==> config.mk <==
export PLATFORM = sky130hd
export DESIGN_NAME = vga_output_controller
export DESIGN_NICKNAME = d
export VERILOG_FILES = /design/src/rtl/vga_output_controller.sv
export SDC_FILE = /design/constraint.sdc
export NUM_CORES = 1
export LEC_CHECK = 0
export CORE_MARGIN = 1.5
export CORE_UTILIZATION = 41
export DETAILED_ROUTE_END_ITERATION = 16
export DONT_BUFFER_PORTS = 1
export GPL_ROUTABILITY_DRIVEN = 0
export MAX_ROUTING_LAYER = met4
export PLACE_DENSITY = 0.67
export SYNTH_ARGS = -nofsm -noshare
export SYNTH_HDL_FRONTEND = slang
export SYNTH_SLANG_ARGS = --single-unit
==> constraint.sdc <==
create_clock -name clk -period 5.25 [get_ports clk]
set_input_delay 1.3125 -clock clk [delete_from_list [all_inputs] [get_ports clk]]
set_output_delay 1.3125 -clock clk [all_outputs]
set_load 0.02 [all_outputs]
==> src/rtl/vga_output_controller.sv <==
// 640x480@60 VGA raster generator and output stage: requests pixels one cycle ahead,
// registers RGB together with hsync/vsync so colour and sync leave the block aligned.
module vga_output_controller #(
   parameter int unsigned H_ACTIVE = 640,
   parameter int unsigned H_FP     = 16,
   parameter int unsigned H_SYNC   = 96,
   parameter int unsigned H_BP     = 48,
   parameter int unsigned V_ACTIVE = 480,
   parameter int unsigned V_FP     = 10,
   parameter int unsigned V_SYNC   = 2,
   parameter int unsigned V_BP     = 33,
   parameter bit          SYNC_POL = 1'b0
) (
   input  logic        clk,
   input  logic        rst_n,
   input  logic [11:0] data_in,
   output logic        pixel_req,
   output logic [9:0]  x,
   output logic [9:0]  y,
   output logic        frame_start,
   output logic        hsync,
   output logic        vsync,
   output logic [3:0]  red,
   output logic [3:0]  green,
   output logic [3:0]  blue
);

   localparam int unsigned H_TOTAL = H_ACTIVE + H_FP + H_SYNC + H_BP;
   localparam int unsigned V_TOTAL = V_ACTIVE + V_FP + V_SYNC + V_BP;

   localparam logic [9:0] H_LAST     = 10'(H_TOTAL - 1);
   localparam logic [9:0] V_LAST     = 10'(V_TOTAL - 1);
   localparam logic [9:0] H_VIS      = 10'(H_ACTIVE);
   localparam logic [9:0] V_VIS      = 10'(V_ACTIVE);
   localparam logic [9:0] HS_FIRST   = 10'(H_ACTIVE + H_FP);
   localparam logic [9:0] HS_LAST    = 10'(H_ACTIVE + H_FP + H_SYNC - 1);
   localparam logic [9:0] VS_FIRST   = 10'(V_ACTIVE + V_FP);
   localparam logic [9:0] VS_LAST    = 10'(V_ACTIVE + V_FP + V_SYNC - 1);
   localparam logic       SYNC_IDLE  = ~SYNC_POL;

   // Stage 0: raster counters
   logic [9:0] h_cnt_q, h_cnt_d;
   logic [9:0] v_cnt_q, v_cnt_d;
   logic       h_wrap;

   // Stage 0 decode
   logic       active_s0;
   logic       hsync_s0;
   logic       vsync_s0;

   // Stage 1: delayed flags while upstream drives data_in
   logic       active_s1_q;
   logic       hsync_s1_q;
   logic       vsync_s1_q;

   // Stage 2: output registers
   logic [11:0] rgb_q;
   logic        hsync_q;
   logic        vsync_q;

   assign h_wrap = (h_cnt_q == H_LAST);

   always_comb begin
      h_cnt_d = h_cnt_q + 10'd1;
      v_cnt_d = v_cnt_q;
      if (h_wrap) begin
         h_cnt_d = 10'd0;
         if (v_cnt_q == V_LAST) begin
            v_cnt_d = 10'd0;
         end else begin
            v_cnt_d = v_cnt_q + 10'd1;
         end
      end
   end

   always_comb begin
      active_s0 = (h_cnt_q < H_VIS) && (v_cnt_q < V_VIS);
      hsync_s0  = SYNC_IDLE;
      vsync_s0  = SYNC_IDLE;
      if ((h_cnt_q >= HS_FIRST) && (h_cnt_q <= HS_LAST)) begin
         hsync_s0 = SYNC_POL;
      end
      if ((v_cnt_q >= VS_FIRST) && (v_cnt_q <= VS_LAST)) begin
         vsync_s0 = SYNC_POL;
      end
   end

   // Counters park on the last raster position so the first edge after reset lands on (0,0).
   always_ff @(posedge clk or negedge rst_n) begin
      if (!rst_n) begin
         h_cnt_q <= H_LAST;
         v_cnt_q <= V_LAST;
      end else begin
         h_cnt_q <= h_cnt_d;
         v_cnt_q <= v_cnt_d;
      end
   end

   always_ff @(posedge clk or negedge rst_n) begin
      if (!rst_n) begin
         active_s1_q <= 1'b0;
         hsync_s1_q  <= SYNC_IDLE;
         vsync_s1_q  <= SYNC_IDLE;
      end else begin
         active_s1_q <= active_s0;
         hsync_s1_q  <= hsync_s0;
         vsync_s1_q  <= vsync_s0;
      end
   end

   // Blanking forces black regardless of what upstream leaves on data_in.
   always_ff @(posedge clk or negedge rst_n) begin
      if (!rst_n) begin
         rgb_q   <= 12'h000;
         hsync_q <= SYNC_IDLE;
         vsync_q <= SYNC_IDLE;
      end else begin
         rgb_q   <= active_s1_q ? data_in : 12'h000;
         hsync_q <= hsync_s1_q;
         vsync_q <= vsync_s1_q;
      end
   end

   assign pixel_req   = active_s0;
   assign x           = h_cnt_q;
   assign y           = v_cnt_q;
   assign frame_start = (h_cnt_q == 10'd0) && (v_cnt_q == 10'd0);
   assign hsync       = hsync_q;
   assign vsync       = vsync_q;
   assign red         = rgb_q[11:8];
   assign green       = rgb_q[7:4];
   assign blue        = rgb_q[3:0];

endmodule

Word level (Yosys, flattened, before mapping)
Index checks and enable logic that the tools add are counted.
{ "word_totals": {"out_inout_bits": 36, "mem_bits_rw": 0, "register_bits": 37, "latch_bits": 0, "elab_cells": 29, "in_bits": 14, "mem_bits_ro": 0, "memories": 0} }
{ "op_classes": {"n_eq_ne": 2, "bitwise": 0, "addsub": 2, "shifts": 0, "reduce_logical": 6, "magnitude_cmp": 6, "n_mul": 0, "div": 0, "mux": 5} }
{ "ops": {"columns": ["op", "n"], "rows": [
  ["$add A10 B1 Y10 const B", 2],
  ["$eq A10 B10 Y1 const B", 2],
  ["$logic_not A10 Y1", 2],
  ["$mux W10", 2],
  ["$mux W12", 1],
  ["$ge A10 B10 Y1 const B", 1],
  ["$ge A10 B9 Y1 const B", 1],
  ["$le A10 B10 Y1 const B", 1],
  ["$le A10 B9 Y1 const B", 1],
  ["$lt A10 B10 Y1 const B", 1],
  ["$lt A10 B9 Y1 const B", 1],
  ["$logic_and A1 B1 Y1", 4],
  ["$mux W1", 2]
]} }

Logic depth before layout (Yosys ltp)
{ "depth": {"depth_word": 3, "mapped_depth": 6, "ltp_nobuf": 6} }

Least setup slack after synthesis
No wires, ideal clock.
{ "synth_path": {"path_type": "register -> output", "start": "register v_cnt_q[7], in the netlist y[7]", "end": "output port frame_start", "t_arrival_ns": 1.645, "path_buffers": 0, "setup_slack_ns": 2.292, "stages_incl_launch_ff": 4, "t_required_ns": 3.938, "cell_sequence": "dfrtp_1 > nor4_1 > nand4_1 > nor4_1"} }
{ "synth_between": {"elab_chain_len": 2} }
{ "synth_rtl": {"columns": ["element", "line_no", "rtl"], "rows": [
  ["start, declared", "43", "logic [9:0] v_cnt_q, v_cnt_d;"],
  ["start signal, assigned", "95", "v_cnt_q <= v_cnt_d;"],
  ["$logic_not A10 Y1", "127", "assign frame_start = (h_cnt_q == 10'd0) && (v_cnt_q == 10'd0);"],
  ["$logic_and A1 B1 Y1", "127", null],
  ["end, declared", "20", "output logic frame_start,"]
]} }
No other way between the ends.

Worst setup path after layout
{ "layout_path": {"start": "register v_cnt_q[6], in the netlist y[6]", "end": "output port frame_start"} }
Same word-level chain as after synthesis.

==> impl_metrics.tcl <==
set metrics [dict create \
    routed_via_density 5.70 \
    hp-class "reg -> reg" \
    status "completed" \
    fin_ws_ns 1.69 \
    finalWorstPathRequiredPeriod_ns 3.56 \
    layout-drive-gt1-share_pct 17.9 \
    yosys_most_used_dff "sky130_fd_sc_hd__dfrtp_1" \
    die-height_um 65.5 \
    fmax_mhz 281 \
    finalHoldWorstSlack_ns 0.356 \
    postCtsSetupRepairBufs 0 \
    insertedDiodeCount 0 \
    row_count 22 \
    tritoncts "done" \
    register_clock_pin_slew_on_the_reported_worst_setup_and_hold_paths_ns 0.08 \
    seq_area_frac_synth_pct 59.0 \
    ir_worst_vdd_mv 0.165 \
    drt_drc 0 \
    critPathRequiredTime_ns 3.94 \
    slew_headroom_pct 34.7 \
    post-dp-hpwl_um 2300 \
    worstRegToRegCells 4 \
    timing.final.setup_violations 0 \
    synth.top_cells.by_area "sky130_fd_sc_hd__dfrtp_1 (36%), sky130_fd_sc_hd__dfstp_2 (23%), sky130_fd_sc_hd__and2_1 (5.1%), sky130_fd_sc_hd__nand3_1 (4.1%), sky130_fd_sc_hd__xor2_1 (3.3%)" \
    place_ws_ns 2.02 \
    number_of_violations_reported_at_the_end_of_detailed_routing_iteration_0 54 \
    buffer_levels_on_the_longest_clock_path 2 \
    detail-route-antenna-nets 0 \
    grt_pass1_vias 1144 \
    setup-tns-final_ns 0 \
    antenna_found_initial 0 \
    syn_nets 159 \
    grtUsageTotal_pct 17.5 \
    power_leakage_nw 0.695 \
    numPortBuffers 0 \
    rsz0062_at_grt "no" \
    synth.top_cell.area_share_pct 36.0 \
    timing.critical_path.to_type "output pin" \
    wl_um 3240 \
    grt_start_max_net_pins 38 \
    area_delta_synth_final_pct 9.31 \
    cts-buffers-inserted 5 \
    nets 162 \
    crit_path_start_kind "flip-flop" \
    core_area_sq_mm 0.00372 \
    synth_cell_types 33 \
    hold_violations 0 \
    cts_root_buffer "sky130_fd_sc_hd__clkbuf_8" \
    htree_num_levels 2 \
    synth.cell_area_sq_mm 0.00160 \
    detailedRoute.firstPassIterationCount 4 \
    post_synth_inst_count 141 \
    ctsResizeCount 0 \
    overflow 0 \
    hold-path-cell-count 0 \
    async_reset_ff_share_pct 100 \
    cts.hold.buffers_added 0 \
    synth_top_cell_by_area "sky130_fd_sc_hd__dfrtp_1" \
    power-per-cell-area_mw_per_mm2 317 \
    cts_sinks 37 \
    critical_path.max_fanout 6 \
    tightestPinTransition_ns 0.970 \
    starting_utilization_of_the_core_area_pct 43.0 \
    synth-edff-count 0 \
    yosysWarnings 0 \
    clkLatencyLatePin_ns 0.30 \
    synth_seq_cells 37 \
    min_period_over_period_pct 67.7 \
    total_die_area_sq_mm 0.00428 \
    boundary_pin_count 50 \
    post_drt_wl_per_cell_um 16.8 \
    vias 1101 \
    max_clock_skew_ns 0.00851 \
    wire_length_of_the_first_global_routing_pass_um 5440 \
    maxCapViolations 0 \
    final_design_utilization_pct 47.0 \
    timing.final.max_slew_violations 0 \
    synthesis.area_per_instance_sq_um 11.3 \
    timing.setup.critical_path_class "reg -> out" \
    cp_arrival_ns 2.24 \
    mostFrequentLayoutCells "sky130_fd_sc_hd__dfrtp_1 (23), sky130_fd_sc_hd__dfstp_2 (14), sky130_fd_sc_hd__and2_1 (13), sky130_fd_sc_hd__nand3_1 (13), sky130_fd_sc_hd__nand2_1 (8)" \
    final_common_cell "sky130_fd_sc_hd__dfrtp_1" \
    die-width_um 65.5 \
]
kinds of logic (layout without fill, tap and decap cells):
| kind of cell | count (synthesis) | after routing | share of synthesized area, % |
|---|---|---|---|
| simple gates | 67 | 67 | 24.4 |
| flops | 37 | 37 | 59.0 |
| compound gates | 12 | 12 | 4.30 |
| xor+xnor | 10 | 10 | 5.48 |
| buf+inv | 10 | 14 | 3.05 |
| fa+ha+maj | 4 | 4 | 3.13 |
| mux | 1 | 1 | 0.626 |
layer usage:
layer  wire (um)  track usage, %
met5           0               -
met4          57            8.59
met3         227            4.79
met2        1640            29.1
met1        1320            19.5
metrics by stage:
| step | total power, mW | std cells | instance area (sq um) |
|---|---|---|---|
| finish | 0.554 | 193 | 1750 |
| global route | 0.571 | 193 | 1750 |
| floorplan | 0.306 | 141 | 1600 |
| global placement | 0.306 | 185 | 1630 |
| CTS | 0.560 | 193 | 1750 |
| detailed placement | 0.307 | 185 | 1630 |
worst max-delay path: stages, from the launching register on:
cell and delay [ns]:
sky130_fd_sc_hd__dfrtp_1 0.51, sky130_fd_sc_hd__nor4_1 0.47, sky130_fd_sc_hd__nand4_1 0.14, sky130_fd_sc_hd__nor4_1 0.82
registers in the layout, indices dropped and copies added, names as in the netlist:
name,count
active_s1_q,1
hsync,1
hsync_s1_q,1
rgb_q,12
vsync,1
vsync_s1_q,1
x,10
y,10
worst paths after layout:
check	start	endpoint	slack (ns)
max reg2reg	x[4]	y[4]	2.88
max	y[6]	frame_start	1.69
min reg2reg	vsync_s1_q	vsync	0.36
min in group asynchronous	rst_n	rgb_q[9]	0.70
max in group asynchronous	rst_n	x[1]	4.36
min	vsync_s1_q	vsync	0.36
cells in the mapped netlist, types with 2 or more instances:
cell type,number
sky130_fd_sc_hd__dfrtp_1,23
sky130_fd_sc_hd__and3_1,2
sky130_fd_sc_hd__or3_1,2
sky130_fd_sc_hd__nand4_1,4
sky130_fd_sc_hd__xor2_1,6
sky130_fd_sc_hd__nor2_1,4
sky130_fd_sc_hd__nand3_1,13
sky130_fd_sc_hd__clkbuf_1,2
sky130_fd_sc_hd__nand2_1,8
sky130_fd_sc_hd__nor4_1,6
sky130_fd_sc_hd__and4_1,2
sky130_fd_sc_hd__nor3_1,5
sky130_fd_sc_hd__and2_1,13
sky130_fd_sc_hd__xnor2_1,4
sky130_fd_sc_hd__inv_1,6
sky130_fd_sc_hd__dfstp_2,14
sky130_fd_sc_hd__ha_1,4
sky130_fd_sc_hd__o21ai_0,7
sky130_fd_sc_hd__a21oi_1,2
final cells by class:
type	instances	area, sq um
Clock buffer	5	68.8
Clock inverter	3	46.3
Fill cell	361	1970
Inverter	6	22.5
Multi-Input combinational cell	94	607
Sequential cell	37	943
Tap cell	48	60.1
where the power goes:
part | total (mW) | internal (mW) | switching (mW)
Clock | 0.252 | 0.142 | 0.110
Sequential | 0.298 | 0.290 | 0.00780
Combinational | 0.00344 | 0.00240 | 0.00104
Total | 0.554 | 0.435 | 0.119
No activity file was read; power rests on OpenSTA's default activity.
